===== src/rtl/octal_display_scanner_if.sv =====
// Display-scanner bus: the front-panel words and masks in, the seven-segment pins and frame strobe out.
interface octal_display_scanner_if;
    logic [11:0] left_word;
    logic [11:0] right_word;
    logic [7:0]  dp_mask;
    logic [7:0]  blank_mask;
    logic [7:0]  blink_mask;
    logic [7:0]  an;
    logic [6:0]  seg;
    logic        dp;
    logic        frame_done;

    modport master (
        output left_word,
        output right_word,
        output dp_mask,
        output blank_mask,
        output blink_mask,
        input  an,
        input  seg,
        input  dp,
        input  frame_done
    );

    modport slave (
        input  left_word,
        input  right_word,
        input  dp_mask,
        input  blank_mask,
        input  blink_mask,
        output an,
        output seg,
        output dp,
        output frame_done
    );
endinterface


===== src/rtl/octal_display_scanner.sv =====
// Eight-digit common-anode seven-segment scanner showing two 12-bit words as octal,
// with per-digit decimal point, blank and blink masks latched once per frame.
module octal_display_scanner #(
    parameter int unsigned REFRESH_DIV  = 100000,
    parameter int unsigned BLINK_FRAMES = 64
) (
    input  logic                  clock,
    input  logic                  resetN,
    octal_display_scanner_if.slave disp
);

    localparam int unsigned PRE_W = (REFRESH_DIV > 1) ? $clog2(REFRESH_DIV) : 1;
    localparam int unsigned FRM_W = (BLINK_FRAMES > 1) ? $clog2(BLINK_FRAMES) : 1;
    localparam logic [PRE_W-1:0] PRE_LAST = PRE_W'(REFRESH_DIV - 1);
    localparam logic [FRM_W-1:0] FRM_LAST = FRM_W'(BLINK_FRAMES - 1);

    typedef struct packed {
        logic [11:0] left_word;
        logic [11:0] right_word;
        logic [7:0]  dp_mask;
        logic [7:0]  blank_mask;
        logic [7:0]  blink_mask;
    } shadow_t;

    // Active-low segment pattern (seg[0]=a .. seg[6]=g) for one octal digit.
    function automatic logic [6:0] seg_decode(input logic [2:0] value);
        logic [6:0] code;
        code = 7'h7F;
        case (value)
            3'd0: code = 7'b1000000;
            3'd1: code = 7'b1111001;
            3'd2: code = 7'b0100100;
            3'd3: code = 7'b0110000;
            3'd4: code = 7'b0011001;
            3'd5: code = 7'b0010010;
            3'd6: code = 7'b0000010;
            3'd7: code = 7'b1111000;
            default: code = 7'h7F;
        endcase
        return code;
    endfunction

    logic [PRE_W-1:0] pre_q, pre_d;
    logic [2:0]       idx_q, idx_d;
    shadow_t          shadow_q, shadow_d;
    logic [FRM_W-1:0] frm_q, frm_d;
    logic             blink_phase_q, blink_phase_d;
    logic [7:0]       an_q, an_d;
    logic [6:0]       seg_q, seg_d;
    logic             dp_q, dp_d;
    logic             frame_done_q, frame_done_d;

    logic             step_c;
    logic             wrap_c;
    logic [23:0]      digits_c;
    logic [2:0]       nib_c;
    logic             dark_c;

    // Scan timing, frame-boundary latch and registered pin values for the current digit.
    always_comb begin
        step_c        = (pre_q == PRE_LAST);
        wrap_c        = step_c && (idx_q == 3'd7);
        pre_d         = step_c ? '0 : pre_q + PRE_W'(1);
        idx_d         = step_c ? idx_q + 3'd1 : idx_q;
        shadow_d      = shadow_q;
        frm_d         = frm_q;
        blink_phase_d = blink_phase_q;

        if (wrap_c) begin
            shadow_d.left_word  = disp.left_word;
            shadow_d.right_word = disp.right_word;
            shadow_d.dp_mask    = disp.dp_mask;
            shadow_d.blank_mask = disp.blank_mask;
            shadow_d.blink_mask = disp.blink_mask;
            if (frm_q == FRM_LAST) begin
                frm_d         = '0;
                blink_phase_d = ~blink_phase_q;
            end else begin
                frm_d = frm_q + FRM_W'(1);
            end
        end

        // Digits 0..3 come from the right word, 4..7 from the left, three bits each.
        digits_c = {shadow_q.left_word, shadow_q.right_word};
        nib_c    = digits_c[5'(idx_q) * 5'd3 +: 3];
        dark_c   = shadow_q.blank_mask[idx_q]
                 | (shadow_q.blink_mask[idx_q] & blink_phase_q);

        // A dark digit keeps its anode low so every digit gets the same duty cycle.
        an_d         = ~(8'd1 << idx_q);
        seg_d        = dark_c ? 7'h7F : seg_decode(nib_c);
        dp_d         = dark_c ? 1'b1 : ~shadow_q.dp_mask[idx_q];
        frame_done_d = wrap_c;
    end

    always_ff @(posedge clock) begin
        if (!resetN) begin
            pre_q         <= '0;
            idx_q         <= 3'd0;
            shadow_q      <= '0;
            frm_q         <= '0;
            blink_phase_q <= 1'b0;
            an_q          <= 8'hFF;
            seg_q         <= 7'h7F;
            dp_q          <= 1'b1;
            frame_done_q  <= 1'b0;
        end else begin
            pre_q         <= pre_d;
            idx_q         <= idx_d;
            shadow_q      <= shadow_d;
            frm_q         <= frm_d;
            blink_phase_q <= blink_phase_d;
            an_q          <= an_d;
            seg_q         <= seg_d;
            dp_q          <= dp_d;
            frame_done_q  <= frame_done_d;
        end
    end

    assign disp.an         = an_q;
    assign disp.seg        = seg_q;
    assign disp.dp         = dp_q;
    assign disp.frame_done = frame_done_q;

endmodule


===== src/flat_wrapper.sv =====
// flat-port wrapper written by rule: the top's interface ports become plain ports
module octal_display_scanner_flat 
#(
    parameter int unsigned REFRESH_DIV  = 100000,
    parameter int unsigned BLINK_FRAMES = 64
)
  (clock, resetN, disp_left_word, disp_right_word, disp_dp_mask, disp_blank_mask, disp_blink_mask, disp_an, disp_seg, disp_dp, disp_frame_done);
  octal_display_scanner_if disp_i ();
  input  logic clock;
  input  logic resetN;
  input wire logic [$bits(disp_i.left_word)-1:0] disp_left_word;
  input wire logic [$bits(disp_i.right_word)-1:0] disp_right_word;
  input wire logic [$bits(disp_i.dp_mask)-1:0] disp_dp_mask;
  input wire logic [$bits(disp_i.blank_mask)-1:0] disp_blank_mask;
  input wire logic [$bits(disp_i.blink_mask)-1:0] disp_blink_mask;
  output wire logic [$bits(disp_i.an)-1:0] disp_an;
  output wire logic [$bits(disp_i.seg)-1:0] disp_seg;
  output wire logic [$bits(disp_i.dp)-1:0] disp_dp;
  output wire logic [$bits(disp_i.frame_done)-1:0] disp_frame_done;
  assign disp_i.left_word = disp_left_word;
  assign disp_i.right_word = disp_right_word;
  assign disp_i.dp_mask = disp_dp_mask;
  assign disp_i.blank_mask = disp_blank_mask;
  assign disp_i.blink_mask = disp_blink_mask;
  assign disp_an = disp_i.an;
  assign disp_seg = disp_i.seg;
  assign disp_dp = disp_i.dp;
  assign disp_frame_done = disp_i.frame_done;
  octal_display_scanner #(.REFRESH_DIV(REFRESH_DIV), .BLINK_FRAMES(BLINK_FRAMES)) u_core (.clock(clock), .resetN(resetN), .disp(disp_i));
endmodule

===== config.mk =====
export PLATFORM = sky130hd
export DESIGN_NAME = octal_display_scanner_flat
export DESIGN_NICKNAME = d
export VERILOG_FILES = /design/src/rtl/octal_display_scanner_if.sv /design/src/rtl/octal_display_scanner.sv /design/src/flat_wrapper.sv
export SDC_FILE = /design/constraint.sdc
export NUM_CORES = 1
export LEC_CHECK = 0
export CAP_MARGIN = 40
export CORE_MARGIN = 1.5
export CORE_UTILIZATION = 30
export DETAILED_ROUTE_END_ITERATION = 12
export PLACE_DENSITY = 0.5
export SYNTH_ARGS = -nofsm -noshare
export SYNTH_HDL_FRONTEND = slang
export SYNTH_SLANG_ARGS = --single-unit
export TNS_END_PERCENT = 100

===== constraint.sdc =====
create_clock -name clock -period 3.07 [get_ports clock]
set_clock_uncertainty 0.05 [all_clocks]
set_input_delay 0.4605 -clock clock [delete_from_list [all_inputs] [get_ports clock]]
set_output_delay 0.4605 -clock clock [all_outputs]
set_load 0.05 [all_outputs]

==> impl_metrics.json <==
{
  "status": "complete, no violations",
  "grt_antenna_before_repair": 0,
  "cts_buffers": 9,
  "min_period_ns": 2.47,
  "grt_use_met1_pct": 18.7,
  "worstSetupEndpointType": "flip-flop",
  "cp.required_ns": 3.21,
  "routed_via_density": 4.65,
  "insertedDiodeCount": 0,
  "cts-root-buf": "clkbuf_16",
  "cp_slowest_cell": "dfxtp_1",
  "synth_top_area_share_pct": 43.6,
  "p_leak_nw": 1.92,
  "ys_types": 46,
  "clk_latency_ns": 0.34,
  "timing.fmax_ghz": 0.406,
  "gr-total-overflow": 0,
  "die_w_um": 122,
  "met2_usage_pct": 21.6,
  "pre_cts_ws_ns": 0.603,
  "crit_path_max_incr_delay_ns": 0.54,
  "htree_levels": 3,
  "synthTopCellsByArea": "dfxtp_1 44%, mux2i_1 14%, nand2_1 11%, mux4_2 5.9%, ha_1 3.9%",
  "dr_total_vias": 3237,
  "synth.cell_area_sq_um": 4220,
  "wl_mm": 9.60,
  "synth_fp_nets": 514,
  "hold_viol": 0,
  "grt_pass1_vias": 3316,
  "synth.avg_cell_area_sq_um": 9.36,
  "die_area_sq_um": 14800,
  "fin_crit_sh_pct": 80.3,
  "rsz0062_at_grt": "false",
  "slew_viol_final": 0,
  "antenna_left": 0,
  "maxCapViolations": 0,
  "place_congestion": 0.798,
  "critical_path.startpoint_type": "flip-flop",
  "worst-slew-pin-transition_ns": 0.716,
  "tritoncts": "yes",
  "avgRoutedWirePerCell_um": 13.8,
  "dp.final_hpwl_mm": 6.81,
  "grt_max_degree": 78,
  "die_h_um": 122,
  "power_density_nw_per_um2": 466,
  "top_usage_layer": "met2",
  "path_buf_inv": 1,
  "dr.first_iter.drc_count": 219,
  "initial_utilization_pct": 30.5,
  "fin_area_sq_um": 5360,
  "cts_sinks": 92,
  "synthArstFlopShare_pct": 0,
  "syn2layout_area_growth_pct": 27.0,
  "max_slew_margin_pct": 52.3,
  "ys_warn_count": 0,
  "pin_count": 67,
  "rows": 43,
  "ir_drop_v": 0.000223,
  "drive_gt1_share_pct": 8.72,
  "yosys-top-cells-count": "121 x nand2_1, 92 x dfxtp_1, 58 x mux2i_1",
  "crit_chain": "buf_4 > mux4_2 > mux2_2 > a221oi_2 > o21ai_0",
  "hold_class": "reg2reg",
  "synth_edf_count": 0,
  "synth_top_area_cell": "dfxtp_1",
  "tns_ns": 0,
  "cts_max_path_buffers": 2,
  "postPlaceCellArea_sq_um": 5050,
  "critPathTopFamily": "multiplexers",
  "coreArea_sq_um": 13800,
  "critPathMaxFanout": 8,
  "cp.arrival_ns": 2.60,
  "setup_violations": 0,
  "cts_hold_buf": 0,
  "grt_pass1_wl_mm": 16.0,
  "cts.clk_slew.worst_paths_ns": 0.07,
  "worstSetupPathType": "reg2reg",
  "first_pass_iters": 4,
  "syn_inst": 451,
  "met3_usage_pct": 3.04,
  "ys_seq_elements": 92,
  "cts_resized": 0,
  "synth-main-ff-cell": "dfxtp_1",
  "power_mw": 2.50,
  "io_buffers": 66,
  "seq_area_frac_synth_pct": 43.6,
  "yosysMostFrequentCell": "nand2_1",
  "cts_setup_buffers": 0,
  "drc": 0,
  "fin_nets": 574,
  "track_usage_pct": 13.8,
  "timing.final.ws_setup_ns": 0.604
}
==> routing by layer <==
metal	vias up	part of all wire, %
li1	1669	-
met3	10	3.8
met2	55	43
met1	1503	52
met5	-	0
met4	0	1.5
==> registers in the layout, summed over array words and instances (netlist names) <==
register / cells
u_core.disp.an: 8
u_core.idx_q: 3
u_core.digits_c: 24
u_core.pre_q: 17
u_core.shadow_q: 24
u_core.disp.frame_done: 1
u_core.blink_phase_q: 1
u_core.frm_q: 6
u_core.disp.seg: 7
u_core.disp.dp: 1
==> path summary, 6_finish.rpt <==
path	startpoint	end	slack, ns	depth (start not counted)
worst max-delay path	u_core.idx_q[0]	u_core.disp.seg[1]	0.60	5
worst min-delay path	u_core.digits_c[19]	u_core.digits_c[19]	0.40	2
worst min register to register	u_core.digits_c[19]	u_core.digits_c[19]	0.40	2
worst max register to register	u_core.idx_q[0]	u_core.disp.seg[1]	0.60	5
==> where the power goes <==
part	internal [mW]	total (mW)	switching (mW)
Sequential	1.20	1.21	0.00703
Combinational	0.0773	0.149	0.0720
Clock	0.677	1.14	0.465
==> cell usage in the layout (no fill, tap or decap), types with 2 or more instances in the layout <==
| cell type | instances |
|---|---|
| nand2_1 | 121 |
| dfxtp_1 | 92 |
| clkdlybuf4s50_1 | 65 |
| mux2i_1 | 58 |
| nand3_1 | 16 |
| nor2_1 | 14 |
| ha_1 | 13 |
| mux4_2 | 11 |
| buf_4 | 11 |
| inv_1 | 10 |
| a21oi_1 | 9 |
| clkbuf_16 | 9 |
| xor2_1 | 8 |
| nand2b_1 | 7 |
| o21ai_0 | 7 |
| nand4_1 | 6 |
| and3_1 | 5 |
| or4_1 | 4 |
| or3_1 | 4 |
| nor3_1 | 3 |
| and4_1 | 3 |
| o31ai_1 | 3 |
| clkinv_1 | 2 |
| and2_1 | 2 |
| o21ai_1 | 2 |
| o211ai_1 | 2 |
| nand3b_1 | 2 |
| nor4_1 | 2 |
| clkbuf_8 | 2 |
| clkinvlp_4 | 2 |
==> worst reg2reg max path, stage by stage (launching register included) <==
cell and delay [ns]:
dfxtp_1 0.54, buf_4 0.22, mux4_2 0.48, mux2_2 0.28
a221oi_2 0.54, o21ai_0 0.20
==> area by class of cell <==
type / instances / area [sq um]
Fill cell: 1371 / 8460
Sequential cell: 92 / 1840
Multi-Input combinational cell: 319 / 2190
Inverter: 12 / 45.0
Tap cell: 180 / 225
Timing Repair Buffer: 77 / 753
Clock inverter: 5 / 58.8
Clock buffer: 11 / 253
==> kinds of logic (layout without fill, tap and decap cells) <==
| family | count (synthesis) | after routing | share of synthesized area (%) |
|---|---|---|---|
| muxes | 70 | 70 | 19.9 |
| adders and majority gates | 13 | 13 | 3.85 |
| and+or+nand+nor | 194 | 194 | 21.0 |
| DFF | 92 | 92 | 43.6 |
| buffers and inverters | 40 | 105 | 4.59 |
| xor gates and xnor gates | 9 | 9 | 1.87 |
| AOI/OAI and AO/OA | 33 | 33 | 5.22 |
==> per-stage QoR <==
step / hold WS (ns) / util, % / std cells
final: 0.405 / 38.8 / 696
after detailed placement: 0.398 / 36.5 / 680
after global placement: 0.391 / 36.5 / 680
after global routing: 0.421 / 38.8 / 696
after CTS: 0.408 / 38.8 / 696
after floorplan: 0.382 / - / 451
Note: power is estimated with default switching activity, not from simulation.
